`src/rtl/shift8l_serial_ctrl.sv`:
```
// Sequencer for an external 8-bit left shift register: one MSB-first, full-duplex byte per start.
// Optional: define SHIFT8L_SERIAL_LOOPBACK_EN to sample sdo instead of sdi (internal loopback).
module shift8l_serial_ctrl #(
   parameter int unsigned CLK_DIV = 2
) (
   input  logic       clk,
   input  logic       reset,
   input  logic       start,
   input  logic [7:0] tx_data,
   output logic       busy,
   output logic       done,
   output logic [7:0] rx_data,
   output logic       sclk,
   output logic       sdo,
   input  logic       sdi,
   output logic       sr_load,
   output logic       sr_shift,
   output logic [7:0] sr_in,
   output logic       sr_lsb,
   input  logic [7:0] sr_q
);

   typedef enum logic [2:0] {IDLE, LOAD, LOW, HIGH, SHIFT, DONE} state_t;

   localparam logic [7:0] DIV_LAST = 8'(CLK_DIV - 1);

   state_t     state;
   state_t     state_next;
   logic [7:0] div_cnt;
   logic [2:0] bit_cnt;
   logic       sample;
   logic       sample_src;
   logic       sdo_en;
   logic       half_end;

   assign half_end = (div_cnt == DIV_LAST);
   assign sr_in    = tx_data;
   // sr_q moves on the shift edge, so the MSB is gated live rather than registered
   assign sdo      = sdo_en & sr_q[7];

`ifdef SHIFT8L_SERIAL_LOOPBACK_EN
   logic unused_sdi;
   assign unused_sdi = sdi;
   assign sample_src = sdo;
`else
   assign sample_src = sdi;
`endif

   always_comb begin
      // NOTE: default assignment first so no path leaves state_next unassigned (no latch).
      state_next = state;
      unique case (state)
         IDLE:    if (start) state_next = LOAD;
         LOAD:    state_next = LOW;
         LOW:     if (half_end) state_next = HIGH;
         HIGH:    if (half_end) state_next = SHIFT;
         SHIFT:   state_next = (bit_cnt == 3'd7) ? DONE : LOW;
         DONE:    state_next = IDLE;
         default: state_next = IDLE;
      endcase
   end

   always_ff @(posedge clk or posedge reset) begin
      if (reset) begin
         state    <= IDLE;
         div_cnt  <= '0;
         bit_cnt  <= '0;
         sample   <= 1'b0;
         rx_data  <= '0;
         busy     <= 1'b0;
         done     <= 1'b0;
         sclk     <= 1'b0;
         sdo_en   <= 1'b0;
         sr_load  <= 1'b0;
         sr_shift <= 1'b0;
         sr_lsb   <= 1'b0;
      end else begin
         // NOTE: non-blocking throughout; outputs are decoded from state_next so they
         // are registered yet line up with the state they belong to.
         state    <= state_next;
         busy     <= (state_next != IDLE);
         done     <= (state_next == DONE);
         sclk     <= (state_next == HIGH);
         sdo_en   <= (state_next inside {LOW, HIGH, SHIFT});
         sr_load  <= (state_next == LOAD);
         sr_shift <= (state_next == SHIFT);
         sr_lsb   <= (state_next == SHIFT) ? sample : 1'b0;

         if (state == LOW || state == HIGH)
            div_cnt <= half_end ? 8'd0 : div_cnt + 8'd1;

         if (state == LOW && half_end)
            sample <= sample_src;

         if (state == SHIFT) begin
            if (bit_cnt == 3'd7) begin
               // sr_q is still pre-shift here, so append the bit being inserted
               rx_data <= {sr_q[6:0], sample};
               bit_cnt <= 3'd0;
            end else begin
               bit_cnt <= bit_cnt + 3'd1;
            end
         end
      end
   end

endmodule

```
`config.mk`:
```
export PLATFORM = sky130hd
export DESIGN_NAME = shift8l_serial_ctrl
export DESIGN_NICKNAME = d
export VERILOG_FILES = /design/src/rtl/shift8l_serial_ctrl.sv
export SDC_FILE = /design/constraint.sdc
export NUM_CORES = 1
export LEC_CHECK = 0
export BUFFER_PORTS_ARGS = -buffer_cell sky130_fd_sc_hd__buf_2
export CORE_ASPECT_RATIO = 1.5
export CORE_MARGIN = 2
export CORE_UTILIZATION = 40
export CTS_CLUSTER_DIAMETER = 60
export DETAILED_ROUTE_END_ITERATION = 6
export PLACE_DENSITY = 0.64
export SLEW_MARGIN = 20
export SYNTH_ARGS = -nofsm -noshare
export SYNTH_HDL_FRONTEND = slang
export SYNTH_SLANG_ARGS = --single-unit
```
`constraint.sdc`:
```
create_clock -name clk -period 2.21 [get_ports clk]
set_input_delay 0.1105 -clock clk [delete_from_list [all_inputs] [get_ports clk]]
set_output_delay 0.1105 -clock clk [all_outputs]
set_load 0.05 [all_outputs]
```
Yosys cells after proc, flatten, opt, wreduce, memory -nomap -nowiden
Cells that the tools add are included.

storage, ports and cells
  word-level logic and storage cells = 40
  input port bits = 20
  output and inout port bits = 23
  bits in registers = 30

operators by class
  $add $sub $neg = 2
  equality and inequality tests = 11
  mux-type cells = 8
  reductions and logical operators = 6
  bitwise gates (word level) = 1

operators by type and width
  kind                 number
  $mux 3               5
  $pmux 3 s5           1
  $eq 3x2->1 const B   4
  $eq 3x3->1 const B   4
  $add 8x1->8 const B  1
  $eq 8x1->1 const B   1
  $mux 8               1
  $eq 3x1->1 const B   2
  $reduce_bool 3->1    2
  $add 3x1->3 const B  1
  $logic_not 3->1      1
  $reduce_and 2->1     1
  $and 1x1->1          1
  $logic_and 1x1->1    1
  $logic_or 1x1->1     1
  $mux 1               1

Longest topological paths before layout
Gate-level depths: netlist (run 1).

  depth in word-level cells = 5
  mapped depth = 6
  gate-level depth less buffers = 5

Worst setup path after synthesis (run 1)
Ideal clock, no wire load.

  path type = flip-flop to flip-flop
  start = register div_cnt[1]
  end = register sample
  clock period less this slack = 2.012 ns
  required time = 2.085 ns
  stages on the path, launching flop included = 6
  library setup time = 0.125 ns
  slack = 0.198 ns
  arrival = 1.886 ns
  buffers on the path = 0
  cell sequence = dfrtp_1 inv_1 ha_1 or4b_4 or4_4 mux2_4

between the ends
  longest elaborated chain between the ends = 2

RTL lines
  element                 RTL line  text
  from (decl)             29        logic [7:0] div_cnt;
  from (signal assigned)  90        div_cnt <= half_end ? 8'd0 : div_cnt + 8'd1;
  $eq 8x1->1              36        assign half_end = (div_cnt == DIV_LAST);
  $logic_and 1x1->1       92        if (state == LOW && half_end)
  to (signal assigned)    93        sample <= sample_src;
  to (decl)               31        logic sample;

No other way between the ends.
A chain may end at the register's enable or synchronous reset.

Worst setup path after layout (run 1)
Same ends and word-level chain as after synthesis.

==> flow_metrics.env, run 1 <==
export IMPL_outcome="finished clean"
export IMPL_grt_ovfl_total=0
export IMPL_synthCells=107
export IMPL_cts_root_buf="clkbuf_8"
export IMPL_path_clk_slew_ns=0.06
export IMPL_stdcell_area_sq_um=1563
export IMPL_finalSetupViolCount=0
export IMPL_synth_seq_area_share=0.5666
export IMPL_power_density_nw_per_um2=1040
export IMPL_start_util=0.4194
export IMPL_fp_dieH_microns=74.49
export IMPL_grt_pass1_wl_microns=4057
export IMPL_drc=0
export IMPL_worstSetupStartpointType="flop"
export IMPL_netlist_cell_type_count=33
export IMPL_synth_top_area_frac=0.5666
export IMPL_ys_ff_latch=30
export IMPL_grt_pass1_vias=917
export IMPL_yosys_warnings=0
export IMPL_wirelength_microns=2294
export IMPL_synthArstFlopShare=1.000
export IMPL_critical_path_class="reg2reg"
export IMPL_critPathArrivalTime_ns=2.24
export IMPL_placed_area_sq_um=1461
export IMPL_clock_latency_ns=0.28
export IMPL_ios=43
export IMPL_min_period_ns=2.079
export IMPL_crit_path_end_kind="flop"
export IMPL_ant_nets=0
export IMPL_synth_flop_cell="dfrtp_1"
export IMPL_fin_skew_ns=0.005875
export IMPL_place_gp_congestion=0.7925
export IMPL_hpwlAfterDp_microns=1663
export IMPL_drive_gt1_frac=0.4030
export IMPL_synth_fp_nets=131
export IMPL_tightest_slew_ns=0.4772
export IMPL_fp_dieW_microns=51.00
export IMPL_drtIter0Drc=13
export IMPL_dr_pass1_iters=4
export IMPL_slew_violations=0
export IMPL_nets=157
export IMPL_cts_tree="yes"
export IMPL_yosys_area_top_type="dfrtp_1"
export IMPL_fp_coreArea_sq_um=3159
export IMPL_syn2layout_area_growth_pct=17.94
export IMPL_slew_headroom=0.6774
export IMPL_drt_wirelength_per_cell_microns=13.18
export IMPL_fin_setup_tns_ns=0
export IMPL_grt_usage=0.1478
export IMPL_cts_buffer_depth=2
export IMPL_critPathMaxFanout=6
export IMPL_num_vias=877
export IMPL_synth_area_sq_um=1325
export IMPL_hold_class="in2reg"
export IMPL_antenna_found_initial=0
export IMPL_synth_edff_count=0
export IMPL_postCtsSetupBuffers=0
export IMPL_p_leak_nw=0.7666
export IMPL_ir_worst_vdd_uv=592.4
export IMPL_grt_setup_unrepaired="no"
export IMPL_num_rows=25
export IMPL_dieArea_sq_um=3799
export IMPL_portBuffers=26
export IMPL_maxCapViolations=0
export IMPL_finalPower_w=0.001626
export IMPL_grt_max_degree=31
export IMPL_required_ns=2.37
export IMPL_diodes=0
export IMPL_fmax_mhz=481.0
export IMPL_synth_area_leaders="dfrtp_1 (57%), mux2_2 (9.3%), buf_4 (4.5%)"
export IMPL_viasPerCell=5.040
export IMPL_syn_avg_cell_area_sq_um=12.38
export IMPL_cts_htree_levels=2
export IMPL_cts_resized_gates=0
export IMPL_finalHoldViolCount=0
export IMPL_min_period_over_period=0.9407
export IMPL_clock_sinks=30
export IMPL_cts_buffers=5
[worst paths after layout]
check                                start         end  slack [ns]  cells after the start
min in group asynchronous            reset        done        0.44                      4
max in group asynchronous            reset  bit_cnt[1]        1.49                      4
worst min register to register  div_cnt[7]  div_cnt[7]        0.47                      1
worst max-delay path            div_cnt[1]      sample        0.13                      5
worst min-delay path               sr_q[2]  rx_data[3]        0.06                      2
worst max register to register  div_cnt[1]      sample        0.13                      5
[layer usage]
metal  GRT usage  vias to the layer above  routed length [microns]
met2      0.2323                       20                     1225
li1            -                      421                        -
met5           0                        -                        0
met3     0.05823                       10                      132
met4      0.1081                        0                       70
met1      0.1606                      426                      865
[worst max-delay path, cell delays in order (launching register included)]
cell and delay, ns:
dfrtp_1 0.43, inv_1 0.07, ha_1 0.13, or4b_4 0.48, or4_4 0.55, mux2_4 0.31
[registers in the layout, summed over array words and instances, names as in the netlist, 3 cells and up]
name     cells
div_cnt      8
bit_cnt      3
state        3
rx_data      8
[metrics by stage]
step / hold WS (ns) / utilization / cells / worst slack [ns]
after floorplan: 0.2013 / - / 107 / 0.1985
after global placement: 0.1947 / 0.4626 / 165 / 0.1616
after detailed placement: 0.2034 / 0.4626 / 165 / 0.1251
after CTS: 0.05370 / 0.4947 / 174 / 0.1198
after global routing: 0.05675 / 0.4947 / 174 / 0.04332
final: 0.05832 / 0.4947 / 174 / 0.1310
[logic make-up (layout without fill, tap and decap cells)]
family | Yosys count | in the layout | synth area share
adder cells (fa/ha/maj) | 4 | 4 | 0.03777
buffers and inverters | 14 | 41 | 0.06327
AO/OA/AOI/OAI | 10 | 10 | 0.04533
XOR/XNOR | 5 | 5 | 0.03305
AND/OR/NAND/NOR | 32 | 32 | 0.1492
flip-flops | 30 | 30 | 0.5666
multiplexers | 12 | 12 | 0.1048
[final cells by class]
| class | count | area (sq um) |
|---|---|---|
| fill | 283 | 1597 |
| sequential | 30 | 750.7 |
| tap | 40 | 50.05 |
| timing repair buffer | 30 | 162.7 |
| clock buffer | 7 | 86.33 |
| clock inverter | 1 | 5.005 |
| inverter | 3 | 11.26 |
| multi-input combinational | 63 | 496.7 |
[cell usage after synthesis (2+ instances only)]
master     n
nor2_1     4
mux2_2    11
buf_4      8
xnor2_1    5
nand2_1    6
nor3_1     2
inv_1      3
dfrtp_1   30
ha_1       4
nand2b_1   2
clkbuf_1   2
and3_1     2
nand4_1    4
o21ai_0    5
[power by group]
group | internal (W) | leakage (nW) | switching [W]
registers | 0.000634 | 0.380 | 0.0000781
logic | 0.000176 | 0.339 | 0.000296
clock network | 0.000250 | 0.0482 | 0.000192
[repair_timing]
action	CTS	global route
hold endpoints to repair	30	0
hold buffers	1	0
setup endpoints to repair	0	0
[cells in the final DEF (no fill, tap or decap), types with 2 or more instances in the layout]
cell,netlist,layout
and3_1,2,2
buf_2,1,26
buf_4,8,3
clkbuf_8,0,6
dfrtp_1,30,30
ha_1,4,4
inv_1,3,3
mux2_2,11,11
nand2_1,6,6
nand2b_1,2,2
nand4_1,4,4
nor2_1,4,4
nor3_1,2,2
o21ai_0,5,5
xnor2_1,5,5
Note: power is estimated with default switching activity, not from simulation.
==> inputs of run 2 (changes only) <==
- CTS_BUF_LIST: default -> sky130_fd_sc_hd__clkbuf_4 sky130_fd_sc_hd__clkbuf_8
- SLEW_MARGIN: 20 -> 10
==> flow_metrics.env, run 2 (synthesis results as in run 1) <==
export IMPL_hpwlAfterDp_microns=1663
export IMPL_place_gp_congestion=0.7925
export IMPL_grt_max_degree=31
export IMPL_cts_resized_gates=0
export IMPL_grt_pass1_vias=916
export IMPL_fin_skew_ns=0.005398
export IMPL_critPathMaxFanout=6
export IMPL_outcome="finished clean"
export IMPL_diodes=0
export IMPL_largestRegisters="div_cnt: 8 flops, rx_data: 8 flops"
export IMPL_crit_path_end_kind="flop"
export IMPL_tightest_slew_ns=0.4368
export IMPL_maxCapViolations=0
export IMPL_ir_worst_vdd_uv=592.8
export IMPL_fp_coreArea_sq_um=3159
export IMPL_drc=0
export IMPL_final_common_cell="dfrtp_1"
export IMPL_finalSetupViolCount=0
export IMPL_slew_violations=0
export IMPL_fmax_mhz=480.9
export IMPL_start_util=0.4194
export IMPL_cts_buffer_depth=2
export IMPL_final_cell_mix="dfrtp_1 (30), buf_2 (26), mux2_2 (11)"
export IMPL_p_leak_nw=0.7700
export IMPL_hold_buffers=1
export IMPL_finalHoldViolCount=0
export IMPL_path_clk_slew_ns=0.06
export IMPL_cts_buffers=5
export IMPL_fin_setup_tns_ns=0
export IMPL_num_rows=25
export IMPL_drtIter0Drc=14
export IMPL_critPathArrivalTime_ns=2.24
export IMPL_cts_tree="yes"
export IMPL_slew_headroom=0.7047
export IMPL_fp_dieW_microns=51.00
export IMPL_nets=157
export IMPL_postCtsSetupBuffers=0
export IMPL_cts_htree_levels=2
export IMPL_hold_class="in2reg"
export IMPL_grt_usage=0.1466
export IMPL_min_period_ns=2.079
export IMPL_required_ns=2.37
export IMPL_grt_pass1_wl_microns=4029
export IMPL_portBuffers=26
export IMPL_wirelength_microns=2266
export IMPL_worstSetupStartpointType="flop"
export IMPL_ios=43
export IMPL_antenna_found_initial=0
export IMPL_num_vias=877
export IMPL_hold_depth=2
export IMPL_viasPerCell=5.040
export IMPL_cts_root_buf="clkbuf_8"
export IMPL_clock_sinks=30
export IMPL_dieArea_sq_um=3799
export IMPL_ant_nets=0
export IMPL_r2r_cells=5
export IMPL_drive_gt1_frac=0.4104
export IMPL_drt_wirelength_per_cell_microns=13.02
export IMPL_syn2layout_area_growth_pct=18.22
export IMPL_fp_dieH_microns=74.49
export IMPL_grt_ovfl_total=0
export IMPL_dr_pass1_iters=4
export IMPL_grt_setup_unrepaired="no"
export IMPL_clock_latency_ns=0.28
export IMPL_min_period_over_period=0.9409
export IMPL_finalHoldWorstSlack_ns=0.05861
export IMPL_power_density_nw_per_um2=1042
export IMPL_critical_path_class="reg2reg"
==> run 2: critical path, stage by stage (launching register included) <==
cell	delay, ns
dfrtp_1	0.43
inv_1	0.07
ha_1	0.13
or4b_4	0.48
or4_4	0.55
mux2_4	0.30
==> run 2: stage by stage <==
stage / area [sq um] / utilization / instances / total power (W) / setup WS, ns
after global routing: 1567 / 0.4958 / 174 / 0.001745 / 0.04186
after detailed placement: 1461 / 0.4626 / 165 / 0.001195 / 0.1251
after CTS: 1567 / 0.4958 / 174 / 0.001656 / 0.1178
after floorplan: 1325 / - / 107 / 0.001098 / 0.1985
after global placement: 1461 / 0.4626 / 165 / 0.001176 / 0.1616
final: 1567 / 0.4958 / 174 / 0.001633 / 0.1305
==> run 2: where the power goes <==
part | leakage (nW) | switching (W) | internal, W
Combinational | 0.339 | 0.000295 | 0.000176
Sequential | 0.380 | 0.0000774 | 0.000634
Clock | 0.0517 | 0.000188 | 0.000263
Total | 0.770 | 0.000561 | 0.00107
==> run 2: area by class of cell <==
class	count	area, sq um
Tap cell	40	50.05
Sequential cell	30	750.7
Timing Repair Buffer	30	162.7
Clock buffer	7	90.09
Multi-Input combinational cell	63	496.7
Clock inverter	1	5.005
Inverter	3	11.26
Fill cell	285	1593
==> run 2: path summary, 6_finish.rpt <==
path	startpoint	to	slack (ns)
setup reg to reg	div_cnt[1]	sample	0.13
hold / removal	sr_q[2]	rx_data[3]	0.06
max in group asynchronous	reset	bit_cnt[1]	1.49
min in group asynchronous	reset	done	0.45
hold reg to reg	div_cnt[7]	div_cnt[7]	0.47
setup / recovery	div_cnt[1]	sample	0.13
==> run 2: layer usage <==
metal,global-route usage,up-vias,share of wire
met3,0.05823,13,0.063
met5,0,-,0
met4,0.1081,0,0.038
met1,0.1597,422,0.37
li1,-,421,-
met2,0.2294,21,0.53
